===== src/rtl/pd_header_loader.sv =====
// Write-side loader: turns a valid/ready byte stream into sequential storage byte writes (sel 0..TOTAL-1).
// Latency: each accepted byte is written one cycle later (registered); load_done pulses with the final write.
// Backpressure: rx_ready is high only in LOAD (and CHECK); no internal buffering, at most 1 byte/cycle.
//
// Ports:
//   clk, n_rst                   clock (rising edge), asynchronous active-low reset
//   start, abort                 begin a load (IDLE only) / cancel the load in progress
//   rx_data, rx_valid, rx_ready  incoming byte link
//   o_data_en, o_data, o_data_sel  storage write strobe, byte and byte select
//   load_busy, load_done, chk_err  status: in LOAD/CHECK, one-cycle completion pulse, checksum mismatch
//
// Optional feature: define LOADER_CHECKSUM_EN to take one extra trailing checksum byte
// (XOR of all stored bytes) and report a mismatch on chk_err. Without it chk_err is tied 0.
module pd_header_loader #(
    parameter int HEADER_BYTES = 80,
    parameter int DIFF_BYTES   = 4,
    parameter int SEL_W        = 7
) (
    input  logic             clk,
    input  logic             n_rst,
    input  logic             start,
    input  logic             abort,
    input  logic [7:0]       rx_data,
    input  logic             rx_valid,
    output logic             rx_ready,
    output logic             o_data_en,
    output logic [7:0]       o_data,
    output logic [SEL_W-1:0] o_data_sel,
    output logic             load_busy,
    output logic             load_done,
    output logic             chk_err
);

    localparam int               TOTAL = HEADER_BYTES + DIFF_BYTES;
    localparam logic [SEL_W-1:0] LAST  = SEL_W'(TOTAL - 1);

    typedef enum logic [1:0] {
        S_IDLE,
        S_LOAD,
`ifdef LOADER_CHECKSUM_EN
        S_CHECK,
`endif
        S_DONE
    } state_t;

    state_t           r_state;
    state_t           w_state_nxt;
    logic [SEL_W-1:0] r_cnt;
    logic             r_data_en;
    logic [7:0]       r_data;
    logic [SEL_W-1:0] r_data_sel;
    logic             w_busy;
    logic             w_acc;
    logic             w_last;
    logic             w_start_ok;

`ifdef LOADER_CHECKSUM_EN
    assign w_busy = (r_state == S_LOAD) || (r_state == S_CHECK);
`else
    assign w_busy = (r_state == S_LOAD);
`endif

    assign w_acc      = rx_valid && w_busy;
    assign w_last     = (r_cnt == LAST);
    // abort has priority over start in IDLE
    assign w_start_ok = (r_state == S_IDLE) && start && !abort;

    // State register
    always_ff @(posedge clk or negedge n_rst) begin
        if (!n_rst) begin
            r_state <= S_IDLE;
        end else begin
            r_state <= w_state_nxt;
        end
    end

    // Next-state logic
    always_comb begin
        w_state_nxt = r_state;
        case (r_state)
            S_IDLE: begin
                if (w_start_ok) begin
                    w_state_nxt = S_LOAD;
                end
            end
            S_LOAD: begin
                if (abort) begin
                    w_state_nxt = S_IDLE;
                end else if (w_acc && w_last) begin
`ifdef LOADER_CHECKSUM_EN
                    w_state_nxt = S_CHECK;
`else
                    w_state_nxt = S_DONE;
`endif
                end
            end
`ifdef LOADER_CHECKSUM_EN
            S_CHECK: begin
                if (abort) begin
                    w_state_nxt = S_IDLE;
                end else if (w_acc) begin
                    w_state_nxt = S_DONE;
                end
            end
`endif
            S_DONE:  w_state_nxt = S_IDLE;
            default: w_state_nxt = S_IDLE;
        endcase
    end

    // Byte counter and registered storage write port.
    // The strobe defaults low each cycle, so only the cycle after an accepted,
    // non-aborted LOAD byte produces a write.
    always_ff @(posedge clk or negedge n_rst) begin
        if (!n_rst) begin
            r_cnt      <= '0;
            r_data_en  <= 1'b0;
            r_data     <= '0;
            r_data_sel <= '0;
        end else begin
            r_data_en <= 1'b0;
            if (w_start_ok) begin
                r_cnt <= '0;
            end else if (r_state == S_LOAD) begin
                if (abort) begin
                    r_cnt <= '0;
                end else if (w_acc) begin
                    r_data_en  <= 1'b1;
                    r_data     <= rx_data;
                    r_data_sel <= r_cnt;
                    r_cnt      <= w_last ? '0 : r_cnt + SEL_W'(1);
                end
            end
        end
    end

`ifdef LOADER_CHECKSUM_EN
    logic [7:0] r_xor;
    logic       r_chk_err;

    // Running XOR over stored bytes; the trailing byte taken in CHECK is compared
    // against it and never written. chk_err holds until the next accepted start.
    always_ff @(posedge clk or negedge n_rst) begin
        if (!n_rst) begin
            r_xor     <= '0;
            r_chk_err <= 1'b0;
        end else if (w_start_ok) begin
            r_xor     <= '0;
            r_chk_err <= 1'b0;
        end else if ((r_state == S_LOAD) && w_acc && !abort) begin
            r_xor <= r_xor ^ rx_data;
        end else if ((r_state == S_CHECK) && w_acc && !abort) begin
            r_chk_err <= (rx_data != r_xor);
        end
    end

    assign chk_err = r_chk_err;
`else
    assign chk_err = 1'b0;
`endif

    assign rx_ready   = w_busy;
    assign load_busy  = w_busy;
    assign load_done  = (r_state == S_DONE);
    assign o_data_en  = r_data_en;
    assign o_data     = r_data;
    assign o_data_sel = r_data_sel;

endmodule


===== config.mk =====
export PLATFORM = sky130hd
export DESIGN_NAME = pd_header_loader
export DESIGN_NICKNAME = d
export VERILOG_FILES = /design/src/rtl/pd_header_loader.sv
export SDC_FILE = /design/constraint.sdc
export NUM_CORES = 1
export LEC_CHECK = 0
export CAP_MARGIN = 25
export CORE_AREA = 8 8 70 72
export DETAILED_ROUTE_END_ITERATION = 12
export DIE_AREA = 0 0 78 80
export GPL_ROUTABILITY_DRIVEN = 0
export GPL_TIMING_DRIVEN = 0
export HOLD_SLACK_MARGIN = 0.06
export MAX_ROUTING_LAYER = met4
export PLACE_DENSITY_LB_ADDON = 0.1
export SLEW_MARGIN = 15
export SYNTH_ARGS = -nofsm -noshare
export SYNTH_HDL_FRONTEND = slang
export SYNTH_SLANG_ARGS = --single-unit

===== constraint.sdc =====
create_clock -name clk -period 1.7 [get_ports clk]
set_clock_uncertainty 0.2 [all_clocks]
set_input_delay 0.34 -clock clk [delete_from_list [all_inputs] [get_ports clk]]
set_output_delay 0.34 -clock clk [all_outputs]
set_load 0.005 [all_outputs]

==> results of run 1 <==
## logic make-up after synthesis
| kind of cell | Yosys count |
|---|---|
| buffers and inverters | 4 |
| DFF | 25 |
| and+or+nand+nor | 24 |
| xor gates and xnor gates | 3 |
| other | 1 |
| AOI/OAI and AO/OA | 12 |
| muxes | 16 |
| adders and majority gates | 1 |
## synthesized netlist by cell type
library cell	instances	area, sq um
a21o_1	1	7.51
mux2_2	16	180
nor4b_1	1	8.76
or3b_4	1	11.3
a211oi_1	2	15.0
nor2b_1	1	6.26
a21oi_1	5	25.0
o21ai_0	3	15.0
nand2b_1	1	6.26
or3_1	2	12.5
nand2_1	3	11.3
buf_2	1	5.00
nor3_2	1	10.0
nor2_1	6	22.5
buf_4	3	22.5
and4_1	2	17.5
nand3_1	3	15.0
a22o_1	1	8.76
and2b_1	1	7.51
dfrtp_1	25	626
ha_1	1	12.5
nor4_1	2	12.5
xnor2_1	3	26.3
conb_1	1	3.75
## timing repair
| action | CTS | global route |
|---|---|---|
| hold buffers | 1 | 0 |
| gates cloned | 0 | 1 |
| gates resized for setup | 18 | 18 |
| setup endpoints to repair | 25 | 35 |
| setup buffers | 7 | 2 |
| endpoints found under the hold margin | 25 | 0 |
| pin swaps | 2 | 1 |
## path summary, 6_finish.rpt
| check | start | to | depth (start not counted) |
|---|---|---|---|
| min | o_data[1] | o_data[1] | 1 |
| max reg2reg | r_state[0] | r_cnt[6] | 4 |
| min in group asynchronous | n_rst | o_data_sel[6] | 2 |
| min reg2reg | o_data[1] | o_data[1] | 1 |
| max | abort | r_cnt[6] | 5 |
| max in group asynchronous | n_rst | r_state[0] | 2 |
## per-stage QoR
step	area, sq um	utilization	hold WS (ns)	TNS, ns
CTS	1620	0.419	0.299	-1.48
floorplan	1100	-	-0.156	0
global route	1690	0.437	0.320	-1.76
detailed placement	1470	0.380	0.180	-11.89
finish	1690	0.437	0.307	-0.784
global placement	1470	0.382	0.290	-19.12
## cell type report
class	instances	area [sq um]	share of cell area
Clock buffer	4	45.0	0.0267
Multi-Input combinational cell	57	485	0.288
Buffer	4	37.5	0.0223
Sequential cell	25	627	0.372
Tap cell	50	62.6	0.0371
Timing Repair Buffer	42	429	0.254
## sequential cells by signal, summed over array words and instances (netlist names)
| signal | count |
|---|---|
| o_data_en | 1 |
| r_state | 2 |
| r_cnt | 7 |
| o_data_sel | 7 |
| o_data | 8 |
## routing by layer
layer | vias to the layer above | track usage | wire length (um)
met3 | 2 | 0.0248 | 109
met4 | 0 | 0.0333 | 13
met5 | - | - | 0
met1 | 402 | 0.0987 | 1200
met2 | 20 | 0.118 | 1160
li1 | 399 | - | -
## where the power goes
| part | internal, mW | switching, mW |
|---|---|---|
| registers | 0.653 | 0.0312 |
| logic | 0.182 | 0.0922 |
| clock network | 0.167 | 0.176 |
## worst reg2reg max path: cells and delay by family, from the launching register on
kind	cells	cell delay, ns
flops	1	0.44
simple gates	2	0.72
compound gates	2	0.38
==> results.md, run 1 <==
- RSZ-0062 raised after global routing: yes
- Drt total wl: roughly 2500 um
- Total chip power: between 1 and 1.5 mW
- Synth cell types: 24
- Top delay family on crit path: simple AND/OR/NAND/NOR gates
- Pre-CTS WS: -0.682 ns
- Core area: 3860 sq um
- Vias post-DR: 823
- Initial DRC count: 16
- Max Cap Viol: 0
- Initial antenna violation count: 0
- Drt drc: 0
- Vias in the first global route: 830
- Max-Slew Margin vs Limit: 0.614
- Worst Hold Class: reg2reg
- Reg2Reg Setup Slack: -0.09 ns
- Port Buf Inserts: 31
- Crit path DAT: 1.79 ns
- Worst path max stage delay: about 0.43 ns
- Layout cell share with drive strength beyond 1: 0.348
- Adder-cell share of the synthesized area: 0.0115
- Floorplan row count: 23
- Critical path's slowest cell: or3b_4
- Crit path kind: in2reg
- Critical-path cell list: dlygate4sd2_1 > or3b_4 > a21o_4 > or3_1 > a21oi_2
- Clk buf depth: 2
- Num CTS Buffers: 3
- Setup ws final: -0.0886 ns
- Worst setup SP type: input pin
- Syn Std Cell Area: around 1100 sq um
- Yosys warning count: 0
- Crit. End Element: register
- Post-route ant nets: 0
- Area grow syn2layout: 54.9%
- Slew Limit Fails: 0
- Max VDD drop: between 400 and 500 uV
- CTS tree: done
- Endpoints failing setup: 19
- Post-Synth XOR/XNOR Area: 0.0241
- Largest family of logic cells by synthesized area: multiplexers
- Status: complete, but fails checks
- Hold Vio Cnt, Final: 0
- Most frequent cells in the layout: dfrtp_1, mux2_2, clkdlybuf4s50_1, dlymetal6s2s_1, buf_4
- Clock Latency Late Sink: 0.26 ns
- CTS H-tree lvls: 1
- Non-Filler Instances: 182
- Multiplexer area fraction after synthesis: 0.166
- Post-synthesis register bit count: 25
- Die H: 80 um
- Vias per cell: 4.52
- Antenna diodes: 0
- GR Overflow Total: 0
- GR Util All Layers: 0.0798
- Post-Syn Nets: 100
- Pleak: 0.861 nW
- Fmax: between 500 and 600 MHz
- CTS root buffer: clkbuf_8
- DP Cell Count: 167
- Largest net degree at the start of global routing: 26
- Initial cell density of the core: 0.282
- Final Cycle Share: 1.05
- Critical Path RT: 1.70 ns
- # fillers: 387
- PwrDens: 771 nW/um^2
- Final nets: between 100 and 150
- Crit-path max FO: 6
- Post-synthesis compound-gate area fraction: 0.0655
- Fin crit period: 1.79 ns
- Reg clk slew, reported paths: 0.08 ns
- Seq/Total Area, Yosys: 0.575
- First-pass GRT wire length: 3910 um
- DIE AREA: 6240 sq um
- TritonRoute pass-1 iters: 4
- Commonest non-fill, non-tap cell in the layout: dfrtp_1
- Die X-Extent: 78 um
- Clock sinks: 25
- Cells after Synth: 86
- Bufs and invs on worst path: 1
- Least-Margin Pin Slew: approximately 0.58 ns
- Wire per inst: between 10 and 15 um
- Avg Cell Area, Syn: around 13 sq um
- Failing checks: negative setup slack
- # IOs: 33
- Synth Area in Simple Gates: 0.130
- HPWL after detailed placement: between 1500 and 2000 um
Power figures use the tool's default switching activity.
==> run 2: changes to the inputs <==
Settings changed: PLACE_DENSITY set to 0.57, PLACE_DENSITY_LB_ADDON 0.1 to unset.
Clock period 1.7 ns to 2.3 ns, I/O delays scaled along.
==> run 2 against run 1 <==
Compared with the run above: the run now ends clean; sequential power down 25%; utilization shrank 3.9 points; highest routed layer unchanged; critical path type unchanged; register-to-register slack better by 0.47 ns; sequential cell count unchanged; final cell count shrank 5.5%; worst hold slack better by 0.0073 ns; first-iteration DRC count is 19% lower.
==> results.md, run 2 (same netlist as run 1, synthesis figures left out) <==
- Final Util: 0.399
- GR Util All Layers: 0.0824
- Vias per cell: 4.56
- Critical path's slowest cell: clkdlybuf4s50_1
- Placed cell areas: about 1500 sq um
- Die X-Extent: 78 um
- Num CTS Buffers: 3
- Hold Vio Cnt, Final: 0
- TritonRoute pass-1 iters: 3
- Wire per inst: between 10 and 15 um
- Crit path kind: in2reg
- PwrDens: 617 nW/um^2
- Total chip power: 949 uW
- Area grow syn2layout: 41.3%
- Vias in the first global route: 897
- Pre-CTS WS: -0.280 ns
- Most frequent cells in the layout: clkdlybuf4s50_1, dfrtp_1, mux2_2, nor2_1, a21oi_1
- First-pass GRT wire length: between 4000 and 5000 um
- GR Overflow Total: 0
- Endpoints failing setup: 0
- Top delay family on crit path: compound AO/OA/AOI/OAI gates
- HPWL after detailed placement: 1880 um
- Port Buf Inserts: 31
- Critical Path RT: 2.23 ns
- Pleak: roughly 0.65 nW
- Crit-path max FO: 7
- CTS root buffer: clkbuf_8
- Crit path DAT: roughly 2.1 ns
- Multi-input gate area: 449 sq um
- Storage cell area: roughly 630 sq um
- Status: complete, no violations
- Setup TNS: 0 ns
- DIE AREA: 6240 sq um
- Setup ws final: 0.0973 ns
- Fin crit period: 2.20 ns
- CTS tree: done
- Antenna diodes: 0
- Commonest non-fill, non-tap cell in the layout: clkdlybuf4s50_1
- Drt total wl: ~2400 um
- Clock sinks: 25
- Initial antenna violation count: 0
- Worst Min Path Start: o_data_sel[6]
- Drt drc: 0
- Least-Margin Pin Slew: 0.656 ns
- Initial DRC count: 13
- Post-route ant nets: 0
- # fillers: around 410
- Initial cell density of the core: 0.282
- Core area: 3860 sq um
- CP Launch Point: abort
- Max reg flops: 8
- Die H: about 80 um
- Layout cell share with drive strength beyond 1: 0.221
- Largest net degree at the start of global routing: 15
- Max-Slew Margin vs Limit: 0.561
- Bufs and invs on worst path: 1
- Worst r2r src: r_state[0]
- Worst Hold Class: reg2reg
- Final Cycle Share: 0.958
- RSZ-0062 raised after global routing: no
- Reg clk slew, reported paths: 0.08 ns
- Crit. End Element: register
- Slew Limit Fails: 0
- Fmax: 454 MHz
- Clock Latency Late Sink: between 0.2 and 0.3 ns
- CTS H-tree lvls: 1
- Worst path max stage delay: roughly 0.52 ns
- Worst setup SP type: input pin
- Max Cap Viol: 0
- Max VDD drop: between 400 and 500 uV
- # IOs: 33
- Vias post-DR: between 700 and 800
- Post-route cell area: 1540 sq um
- Final nets: 137
- Post-CTS Setup Inserts: 0
- Clk buf depth: 2
- Critical-path cell list: clkdlybuf4s50_1 > or3b_4 > a21o_1 > a21oi_1 > nor2_1
- Floorplan row count: 23
-- run 2: where the power goes --
| part | switching [mW] | total [mW] | internal, mW |
|---|---|---|---|
| clock | 0.121 | 0.244 | 0.123 |
| sequential | 0.0269 | 0.510 | 0.483 |
| combinational | 0.0635 | 0.195 | 0.132 |
-- run 2: what timing repair did --
item / 4_1_cts / 5_1_grt
resized for setup: 0 / 4
endpoints found under the setup margin: 0 / 8
hold buffers: 0 / 0
-- run 2: final timing paths --
kind                       slack, ns  depth (start not counted)            end
hold reg to reg                 0.31                          1  o_data_sel[6]
hold / removal                  0.31                          1  o_data_sel[6]
setup / recovery                 0.1                          5       r_cnt[2]
min in group asynchronous       0.40                          1  o_data_sel[4]
max in group asynchronous       0.99                          2     r_state[1]
setup reg to reg                0.38                          4       r_cnt[2]
-- run 2: stage by stage --
| stage | hold slack [ns] | instances |
|---|---|---|
| floorplan | -0.0356 | 86 |
| global placement | 0.290 | 167 |
| detailed placement | 0.294 | 168 |
| CTS | 0.319 | 172 |
| global route | 0.336 | 172 |
| finish | 0.314 | 172 |
-- run 2: final cells by class --
| class | instances | share of cell area |
|---|---|---|
| plain buffers | 4 | 0.0195 |
| well taps | 50 | 0.0407 |
| clock buffers | 4 | 0.0293 |
| repair buffers | 32 | 0.212 |
| flip-flops and latches | 25 | 0.407 |
| multi-input cells | 57 | 0.292 |
-- run 2: layer usage --
metal | global-route usage | routed length (um)
met1 | 0.0893 | 1040
met2 | 0.135 | 1180
met3 | 0.0304 | 158
met4 | 0.0333 | 16
met5 | - | 0
==> run 3: changes to the inputs <==
Settings changed: CORE_AREA 8 8 70 72 to 2 2 64 66, DIE_AREA 0 0 78 80 to 0 0 66 68.
==> run 3 against run 2 <==
Compared with the run above: worst hold slack is essentially flat; die area decreased by 28%; fmax up 1.0%; total power is 0.48% higher; clock-buffer cell count unchanged; register-to-register slack hardly changed; critical path depth down 1; non-clock buffer count stayed put; setup slack improved by 0.022 ns; critical endpoint is now rx_ready; largest cell class unchanged; largest power group unchanged.
==> results.md, run 3 (same netlist as run 1, synthesis figures left out) <==
- Non-Filler Instances: about 170
- Reg clk slew, reported paths: 0.08 ns
- Die H: 68 um
- R2R Path End: o_data[2]
- Crit path depth: 4
- HPWL after detailed placement: 1580 um
- Critical path's slowest cell: clkdlybuf4s50_1
- Critical-path cell list: clkbuf_4 > nor2b_4 > buf_4 > clkdlybuf4s50_1
- Worst Hold Class: reg2reg
- Vias post-DR: 777
- Post-route cell area: 1540 sq um
- Floorplan row count: 23
- GR Util All Layers: 0.104
- # fillers: 400
- First-pass GRT wire length: 3480 um
- Post-CTS Setup Inserts: 0
- Max-Slew Margin vs Limit: 0.582
- Layout cell share with drive strength beyond 1: 0.221
- Reg2Reg Setup Slack: 0.39 ns
- DIE AREA: 4490 sq um
- Multi-input gate area: approximately 450 sq um
- Largest net degree at the start of global routing: 14
- Final Util: 0.399
- Commonest non-fill, non-tap cell in the layout: clkdlybuf4s50_1
- Hold Vio Cnt, Final: 0
- CP Launch Point: r_state[1]
- CTS H-tree lvls: 1
- Least-Margin Pin Slew: 0.625 ns
- Initial DRC count: 10
- Setup ws final: 0.119 ns
- Worst Min Path Start: o_data_sel[6]
- Comb pwr share: 0.201
- Wire per inst: 11.9 um
- Vias in the first global route: 818
- Worst setup endpoint: rx_ready
- Hold slack: 0.313 ns
- Drt total wl: 2050 um
- Num CTS Buffers: 3
- Drt drc: 0
- Storage cell area: 626 sq um
- Antenna diodes: 0
- Sw Pwr: 216 uW
- Slew Limit Fails: 0
- PwrDens: roughly 620 nW/um^2
- Vias per cell: roughly 4.5
- Clock sinks: 25
- Final nets: 137
- Fmax: about 460 MHz
- Bufs and invs on worst path: 3
- GR Overflow Total: 0
- Critical Path RT: 1.64 ns
- Placed cell areas: 1480 sq um
- Status: complete, no violations
- Max VDD drop: around 380 uV
- CTS root buffer: clkbuf_8
- Max reg flops: 8
- Initial antenna violation count: 0
- Initial cell density of the core: 0.282
- RSZ-0062 raised after global routing: no
- Top delay family on crit path: buffers and inverters
- Clk pwr share: 0.265
- Sw frac: 0.226
- Clock Latency Late Sink: 0.26 ns
- Most frequent cells in the layout: clkdlybuf4s50_1, dfrtp_1, mux2_2, nor2_1, a21oi_1
- Crit path kind: reg2out
- Die X-Extent: about 66 um
- Max Cap Viol: 0
- Endpoints failing setup: 0
- Worst path max stage delay: 0.48 ns
- Crit. End Element: output pin
- Final Cycle Share: 0.948
- Fin crit period: around 2.2 ns
- TritonRoute pass-1 iters: 4
- Worst setup SP type: register
- Port Buf Inserts: 31
- Area grow syn2layout: 41.3%
- Crit-path max FO: 10
- Sequential share of power: 0.534
- # IOs: 33
- DP Cell Count: between 150 and 200
- Post-route ant nets: 0
- Worst r2r src: r_state[1]
- Internal Pwr Total: between 700 and 800 uW
- Clk buf depth: 2
- Core area: 3860 sq um
- Crit path DAT: 1.52 ns
- R2R cell count: 4
- Pre-CTS WS: -0.278 ns
- Pleak: 0.650 nW
- CTS tree: done
==> run 3: cell counts in the layout (fill, tap and decap cells not counted) <==
No cell type changed its count.
==> run 3: power by group through the flow <==
stage	Clock [mW]	Combinational, mW	Sequential (mW)
4_1_cts	0.265	0.194	0.510
3_5_place_dp	0	0.192	0.518
5_1_grt	0.289	0.209	0.517
3_3_place_gp	0	0.187	0.516
2_1_floorplan	0	0.0613	0.518
6_report	0.253	0.192	0.509
==> run 3: metal layers <==
layer,GRT usage,vias up,routed length (um)
met5,-,-,0
met1,0.124,369,949
li1,-,377,-
met4,0.0383,0,23
met2,0.176,29,987
met3,0.0197,2,88
==> run 3: how the worst min path moves through the flow <==
stage	to	cells after the start
after detailed placement	o_data_sel[0]	1
after CTS	o_data_sel[3]	1
after global routing	o_data_sel[6]	1
after floorplan	o_data[0]	0
final	o_data_sel[6]	1
after global placement	o_data_sel[2]	1
==> run 3: cell type report <==
class,count,area share
buffer,4,0.0195
clock buffer,4,0.0293
multi-input combinational,57,0.292
sequential,25,0.407
tap,50,0.0407
timing repair buffer,32,0.212
==> run 3: what timing repair did <==
action | 4_1_cts | 5_1_grt
endpoints found under the setup margin | 0 | 8
hold buffers | 0 | 0
resized for setup | 0 | 4
==> run 3: per-stage QoR <==
stage          power [mW]  setup TNS (ns)
2_1_floorplan       0.579               0
3_3_place_gp        0.703           -2.07
3_5_place_dp        0.710           -2.74
4_1_cts             0.968               0
5_1_grt              1.02               0
6_report            0.954               0
